<file path="config.mk">
export PLATFORM = sky130hd
export DESIGN_NAME = tmds_decoder
export DESIGN_NICKNAME = d
export VERILOG_FILES = /design/src/rtl/tmds_decoder.sv
export SDC_FILE = /design/constraint.sdc
export NUM_CORES = 1
export LEC_CHECK = 0
export ABC_CLOCK_PERIOD_IN_PS = 3100
export CAP_MARGIN = 30
export CORE_ASPECT_RATIO = 0.5
export CORE_MARGIN = 8
export CORE_UTILIZATION = 55
export CTS_CLUSTER_SIZE = 12
export DETAILED_ROUTE_END_ITERATION = 16
export GPL_ROUTABILITY_DRIVEN = 0
export GPL_TIMING_DRIVEN = 0
export PLACE_DENSITY = 0.87
export SYNTH_ARGS = -nofsm -noshare
export SYNTH_HDL_FRONTEND = slang
export SYNTH_SLANG_ARGS = --single-unit
</file>
<file path="constraint.sdc">
create_clock -name i_clk -period 3.1 [get_ports i_clk]
set_input_delay 0.62 -clock i_clk [delete_from_list [all_inputs] [get_ports i_clk]]
set_output_delay 0.62 -clock i_clk [all_outputs]
set_load 0.01 [all_outputs]
</file>
<file path="src/rtl/tmds_decoder.sv">
// TMDS symbol decoder with a token-based lock detector.
// Two register stages: symbol classification, then decoded outputs and lock state.
module tmds_decoder #(
  parameter int LOCK_TOKENS = 16,
  parameter int ERR_LIMIT   = 4
) (
  input  logic        i_clk,
  input  logic        i_rst_n,
  input  logic [9:0]  i_tmds,
  output logic [7:0]  o_data,
  output logic [1:0]  o_control,
  output logic        o_ve,
  output logic        o_locked,
  output logic        o_sym_err,
  output logic [15:0] o_err_count
);

  typedef enum logic {UNLOCKED, LOCKED} lock_state_t;

  localparam logic [8:0] LOCK_TOK_W = 9'(LOCK_TOKENS);
  localparam logic [8:0] ERR_LIM_W  = 9'(ERR_LIMIT);

  genvar gi;

  // Input classification
  logic       is_ctrl;
  logic [1:0] ctrl_pair;
  logic [6:0] trans_bits;
  logic       is_err;

  always_comb begin
    is_ctrl   = 1'b1;
    ctrl_pair = 2'b00;
    case (i_tmds)
      10'b1101010100: ctrl_pair = 2'b00;
      10'b0010101011: ctrl_pair = 2'b01;
      10'b0101010100: ctrl_pair = 2'b10;
      10'b1010101011: ctrl_pair = 2'b11;
      default:        is_ctrl   = 1'b0;
    endcase
  end

  generate
    for (gi = 0; gi < 7; gi++) begin : g_trans
      assign trans_bits[gi] = i_tmds[gi] ^ i_tmds[gi+1];
    end
  endgenerate

  // Valid encodings never toggle more than three times across the low byte
  assign is_err = !is_ctrl && ($countones(trans_bits) > 3);

  // Stage 1: symbol plus classification; s1_valid_reg marks a real symbol after reset
  logic       s1_valid_reg;
  logic [9:0] s1_sym_reg;
  logic       s1_ctrl_reg;
  logic [1:0] s1_pair_reg;
  logic       s1_err_reg;

  always_ff @(posedge i_clk) begin
    if (!i_rst_n) begin
      s1_valid_reg <= 1'b0;
      s1_sym_reg   <= '0;
      s1_ctrl_reg  <= 1'b0;
      s1_pair_reg  <= 2'b00;
      s1_err_reg   <= 1'b0;
    end else begin
      s1_valid_reg <= 1'b1;
      s1_sym_reg   <= i_tmds;
      s1_ctrl_reg  <= is_ctrl;
      s1_pair_reg  <= ctrl_pair;
      s1_err_reg   <= is_err;
    end
  end

  // Data decode from the stage-1 symbol
  logic [7:0] q_bits;
  logic [7:0] dec_data;

  assign q_bits      = s1_sym_reg[9] ? ~s1_sym_reg[7:0] : s1_sym_reg[7:0];
  assign dec_data[0] = q_bits[0];

  generate
    for (gi = 1; gi < 8; gi++) begin : g_dec
      assign dec_data[gi] = s1_sym_reg[8] ? (q_bits[gi] ^ q_bits[gi-1])
                                          : ~(q_bits[gi] ^ q_bits[gi-1]);
    end
  endgenerate

  // Stage 2: lock FSM and registered outputs
  lock_state_t state_reg;
  logic [7:0]  tok_cnt_reg;
  logic [7:0]  err_run_reg;
  logic        tok_hit;
  logic        err_hit;

  assign tok_hit = ({1'b0, tok_cnt_reg} + 9'd1) == LOCK_TOK_W;
  assign err_hit = ({1'b0, err_run_reg} + 9'd1) == ERR_LIM_W;

  always_ff @(posedge i_clk) begin
    if (!i_rst_n) begin
      state_reg   <= UNLOCKED;
      tok_cnt_reg <= '0;
      err_run_reg <= '0;
      o_data      <= '0;
      o_control   <= 2'b00;
      o_ve        <= 1'b0;
      o_locked    <= 1'b0;
      o_sym_err   <= 1'b0;
      o_err_count <= '0;
    end else begin
      o_data    <= '0;
      o_ve      <= 1'b0;
      o_sym_err <= 1'b0;
      if (s1_valid_reg) begin
        o_sym_err <= s1_err_reg;
        if (s1_ctrl_reg) begin
          o_control <= s1_pair_reg;
        end
        case (state_reg)
          UNLOCKED: begin
            if (s1_ctrl_reg) begin
              if (tok_hit) begin
                state_reg   <= LOCKED;
                o_locked    <= 1'b1;
                tok_cnt_reg <= '0;
              end else begin
                tok_cnt_reg <= tok_cnt_reg + 8'd1;
              end
            end else begin
              tok_cnt_reg <= '0;
            end
          end
          LOCKED: begin
            if (s1_err_reg) begin
              if (o_err_count != 16'hFFFF) begin
                o_err_count <= o_err_count + 16'd1;
              end
              if (err_hit) begin
                state_reg   <= UNLOCKED;
                o_locked    <= 1'b0;
                err_run_reg <= '0;
                tok_cnt_reg <= '0;
              end else begin
                err_run_reg <= err_run_reg + 8'd1;
              end
            end else begin
              err_run_reg <= '0;
              if (!s1_ctrl_reg) begin
                o_ve   <= 1'b1;
                o_data <= dec_data;
              end
            end
          end
          default: state_reg <= UNLOCKED;
        endcase
      end
    end
  end

endmodule

</file>
==> Word level (Yosys, flattened, before mapping) <==
Cells that the tools add are included.
{ "op_classes": {"n_bitwise": 25, "n_reduce_logical": 11, "n_mux": 29, "eq_ne": 11, "n_lt_le_gt_ge": 1, "addsub": 11} }
{ "ops": {"columns": ["operator", "n"], "rows": [
  ["$mux 8", 7],
  ["$eq 10x10->1 const B", 2],
  ["$add 8x1->9 const B", 2],
  ["$mux 1", 18],
  ["$add 16x1->16 const B", 1],
  ["$add 8x1->8 const B", 2],
  ["$ne 16x16->1 const B", 1],
  ["$pmux 8 s2", 1],
  ["$xor 1x1->1", 14],
  ["$eq 10x8->1 const B", 1],
  ["$eq 10x9->1 const B", 1],
  ["$not 1->1", 10],
  ["$eq 9x3->1 const B", 1],
  ["$eq 9x5->1 const B", 1],
  ["$not 8->8", 1],
  ["$reduce_or 4->1", 2],
  ["$add 1x1->2", 3],
  ["$ne 2x2->1 const B", 3],
  ["$pmux 2 s3", 1],
  ["$reduce_and 2->1", 3],
  ["$reduce_and 5->1", 1],
  ["$reduce_or 5->1", 1],
  ["$add 3x3->4", 1],
  ["$gt 4x2->1 const B", 1],
  ["other kinds (8)", 9]
]} }
{ "word_totals": {"input_bits": 12, "register_bits": 61, "output_inout_bits": 29, "wordCells": 102} }

==> Logic depth before layout (Yosys ltp) <==
{ "depth": {"word_depth": 6, "ltp_mapped": 10, "ltp_nobuf": 10} }

==> Worst setup path after synthesis <==
OpenSTA, ideal clock, no wires.
{ "synth_path": {"kind": "input to register", "startpoint": "in i_tmds[0]", "endpoint": "reg s1_err_reg", "path_buffers": 0, "path_slack_ps": 289, "required_ps": 2968, "setup_time_ps": 132, "cell_stages": 10, "t_arrival_ps": 2679, "path_cell_list": "inv_1 > ha_1 > fa_1 > inv_1 > fa_1 > inv_1 > ha_1 > a21o_1 > a21oi_1 > nor3_1"} }
{ "synth_via": {"elab_chain_len": 6, "word_cells_on_any_way": 13, "cone_classes": "3 x add/sub; 1 x order compare; 4 x eq/ne; 1 x mux; 1 x bitwise; 3 x reduce/logical"} }
{ "synth_rtl": {"columns": ["element", "line", "rtl"], "rows": [
  ["start: declaration", "9", "input logic [9:0] i_tmds,"],
  ["$xor 1x1->1", "45", "assign trans_bits[gi] = i_tmds[gi] ^ i_tmds[gi+1];"],
  ["$add 1x1->2 (not written as such)", "50", "assign is_err = !is_ctrl && ($countones(trans_bits) > 3);"],
  ["$add 2x2->3 (not written as such)", "50", null],
  ["$add 3x3->4 (not written as such)", "50", null],
  ["$gt 4x2->1", "50", null],
  ["$logic_and 1x1->1 (*)", "50", null],
  ["end signal: assignment", "71", "s1_err_reg <= is_err;"],
  ["end: declaration", "57", "logic s1_err_reg;"]
]} }
Mark *: on every way between the ends. The rest lies on a longest branch, timed or not.
A chain may end at the register's enable or synchronous reset.

==> Final worst setup path <==
{ "layout_path": {"startpoint": "in i_tmds[2]", "endpoint": "reg s1_err_reg"} }
Same word-level chain as after synthesis.

==> run metrics <==
status finished clean; Rows 19; ANT cells 0; Worst Path Required 3300 ps; max reg flops 16; drc violations 0; Final nets 431; Avg Cell Area, Syn slightly below 9 um^2; drt first pass iters 6; Critical Path Fanout Max 3; clock-pin slew on the worst setup and hold paths ~70 ps; initial DRC count about 250; Post-DP Area between 0.003 and 0.004 mm^2; post-synthesis xor/xnor area fraction about 8.2%; Max IR drop VDD 346 uV; CP Launch Type input port; GR Overflow Total 0; Post-Syn Area between 0.003 and 0.004 mm^2; Crit path max-delay family adder cells; Post-Synth Simple-Gate Area between 20% and 30%; H-Tree Depth 3; most common cell in the netlist dfxtp_1; crit path time final 2900 ps; crit-path cells clkdlybuf4s50_1 > xor2_1 > fa_1 > inv_1 > fa_1 > inv_1 > ha_1 > a21o_1 > a21oi_2 > nor3_1; slowest CP cell fa_1; main combinational cell family by area after synthesis simple AND/OR/NAND/NOR gates; GRT Overall Usage about a fifth; Core ar. 0.00544 mm^2; global-route wire length before repair 13000 um; Synth top cells by count 61 x dfxtp_1, 44 x nor2_1, 20 x nand2_1, 18 x inv_1, 18 x xnor2_1; Synth cell types 56; worst-margin pin slew between 600 and 700 ps; fmax around 340 MHz; full die area 0.00843 mm^2; RSZ-0062 raised after global routing no; ys async rst share 0%; ANT nets after route 0; Critical Path Max Stage Delay about 530 ps; PortBufs 40; Final Power approximately 1.7 mW; final setup violation count 0; Initial Utilization 56.8%; DIE WIDTH roughly 120 um; Fin Clk Skew between 5 and 6 ps; pin count of the biggest net entering global routing 11; largest cells by area after synthesis dfxtp_1 39%, ha_1 6.1%, nor2_1 5.3%; Mapped Cells about 350; Slew Limit Headroom between 50% and 60%; Leak 1.42 nW; CP endpoint kind register; Hold Vio Cnt, Final 0; CTS tree done; WHS around 460 ps; Post-synth EDFFs 0; die height 69.0 um; CTS Hold Bufs 0; WS Path Type input port to register; mux cell area share after synthesis around 1.1%; adder-cell share of the synthesized area under 10%; vias in the first global route 2812; synthesis-to-finish area growth 22.7%; Slew Limit Fails 0; DP HPWL 5430 um; layout cell share with drive strength beyond 1 under 10%; Root Driver clkbuf_8; P per Cell Area 444 mW/mm^2; average wire per standard cell 15.9 um; CTS sink cnt 61; DR vias about 2800; Finished Cell Area ~0.0038 mm^2; syn nets 380; max-cap violations 0; Yosys reg bits 61; vias per cell around 5.8; Hold Crit Class register to register; CP arrival around 3100 ps; buffer and inverter count on the worst path 3; antenna violations before repair 0; fin crit share 93.6%; Synth Flop Type dfxtp_1; Warnings, synthesis 0; latest clock arrival within the worst-skew pair roughly 340 ps; IO Count between 40 and 50; Synth Area in Compound Gates 15.0%; cell taking the most area after synthesis dfxtp_1; share of the synthesized area in the top cell type between 30% and 40%; WL final around 7600 um; CTS buffer count 9; Seq/Total Area, Yosys 39.5%; CTS Buffer Depth 2
cell type report:
type	count	area, um^2
timing repair buffer	40	402
clock buffer	12	145
buffer	16	70.1
tap	73	91.3
inverter	19	71.3
multi-input combinational	255	1750
fill	421	1650
sequential	61	1220
clock inverter	4	47.5
kinds of logic after synthesis:
family | Yosys count
AOI/OAI and AO/OA | 65
xor gates and xnor gates | 29
adders and majority gates | 17
buffers and inverters | 35
DFF | 61
muxes | 3
and+or+nand+nor | 141
report_power, final:
group | internal, mW | leakage, nW | switching (mW) | total, mW
sequential | 0.800 | 0.495 | 0.0102 | 0.811
clock | 0.391 | 0.0964 | 0.308 | 0.699
combinational | 0.0788 | 0.827 | 0.0988 | 0.178
total | 1.27 | 1.42 | 0.417 | 1.69
per-stage QoR:
| step | utilization (%) | std cells | setup TNS (ps) | setup WS [ps] |
|---|---|---|---|---|
| detailed placement | 65.9 | 464 | -465 | -465 |
| finish | 69.7 | 480 | 0 | 199 |
| CTS | 69.7 | 480 | 0 | 57.0 |
| floorplan | - | 351 | 0 | 289 |
| global route | 69.7 | 480 | 0 | 118 |
| global placement | 65.9 | 464 | -407 | -407 |
path summary, 6_finish.rpt:
check | slack, ps | cells after the start | end | from
max | 200 | 10 | s1_err_reg$_SDFF_PN0_ | i_tmds[2]
min | 460 | 2 | o_control[0]$_SDFFE_PN0P_ | s1_pair_reg[0]$_SDFF_PN0_
max reg2reg | 1110 | 6 | o_locked$_SDFFE_PN0P_ | tok_cnt_reg[0]$_SDFFE_PN0P_
min reg2reg | 460 | 2 | o_control[0]$_SDFFE_PN0P_ | s1_pair_reg[0]$_SDFF_PN0_
repair_timing:
action | CTS | global route
endpoints found under the setup margin | 1 | 1
gates resized for setup | 3 | 2
hold endpoints to repair | 0 | 0
buffers inserted | 0 | 0
pin swaps | 0 | 1
layer usage:
layer	vias up	wire, um	GRT usage [%]
li1	1343	-	-
met1	1315	3170	21.2
met2	93	3850	31.3
met3	20	477	7.15
met4	0	136	8.58
met5	-	0	0
worst min-delay path: cells and delay by family, from the launching register on:
kind | cells | cell delay [ps]
simple gates | 1 | 50
flops | 1 | 300
compound gates | 1 | 50
layout by cell type, fill, tap and decap left out, drive strengths merged, types with 4 or more instances in the layout:
master,instances
a21oi,17
a31oi,7
and2,8
and3,11
buf,6
clkbuf,22
clkdlybuf4s50,38
dfxtp,61
ha,15
inv,18
nand2,20
nand3,14
nand4,11
nor2,44
nor2b,4
nor3,12
o2111ai,5
o211ai,6
o21ai,10
xnor2,18
xor2,11
No activity file was read; power rests on OpenSTA's default activity.
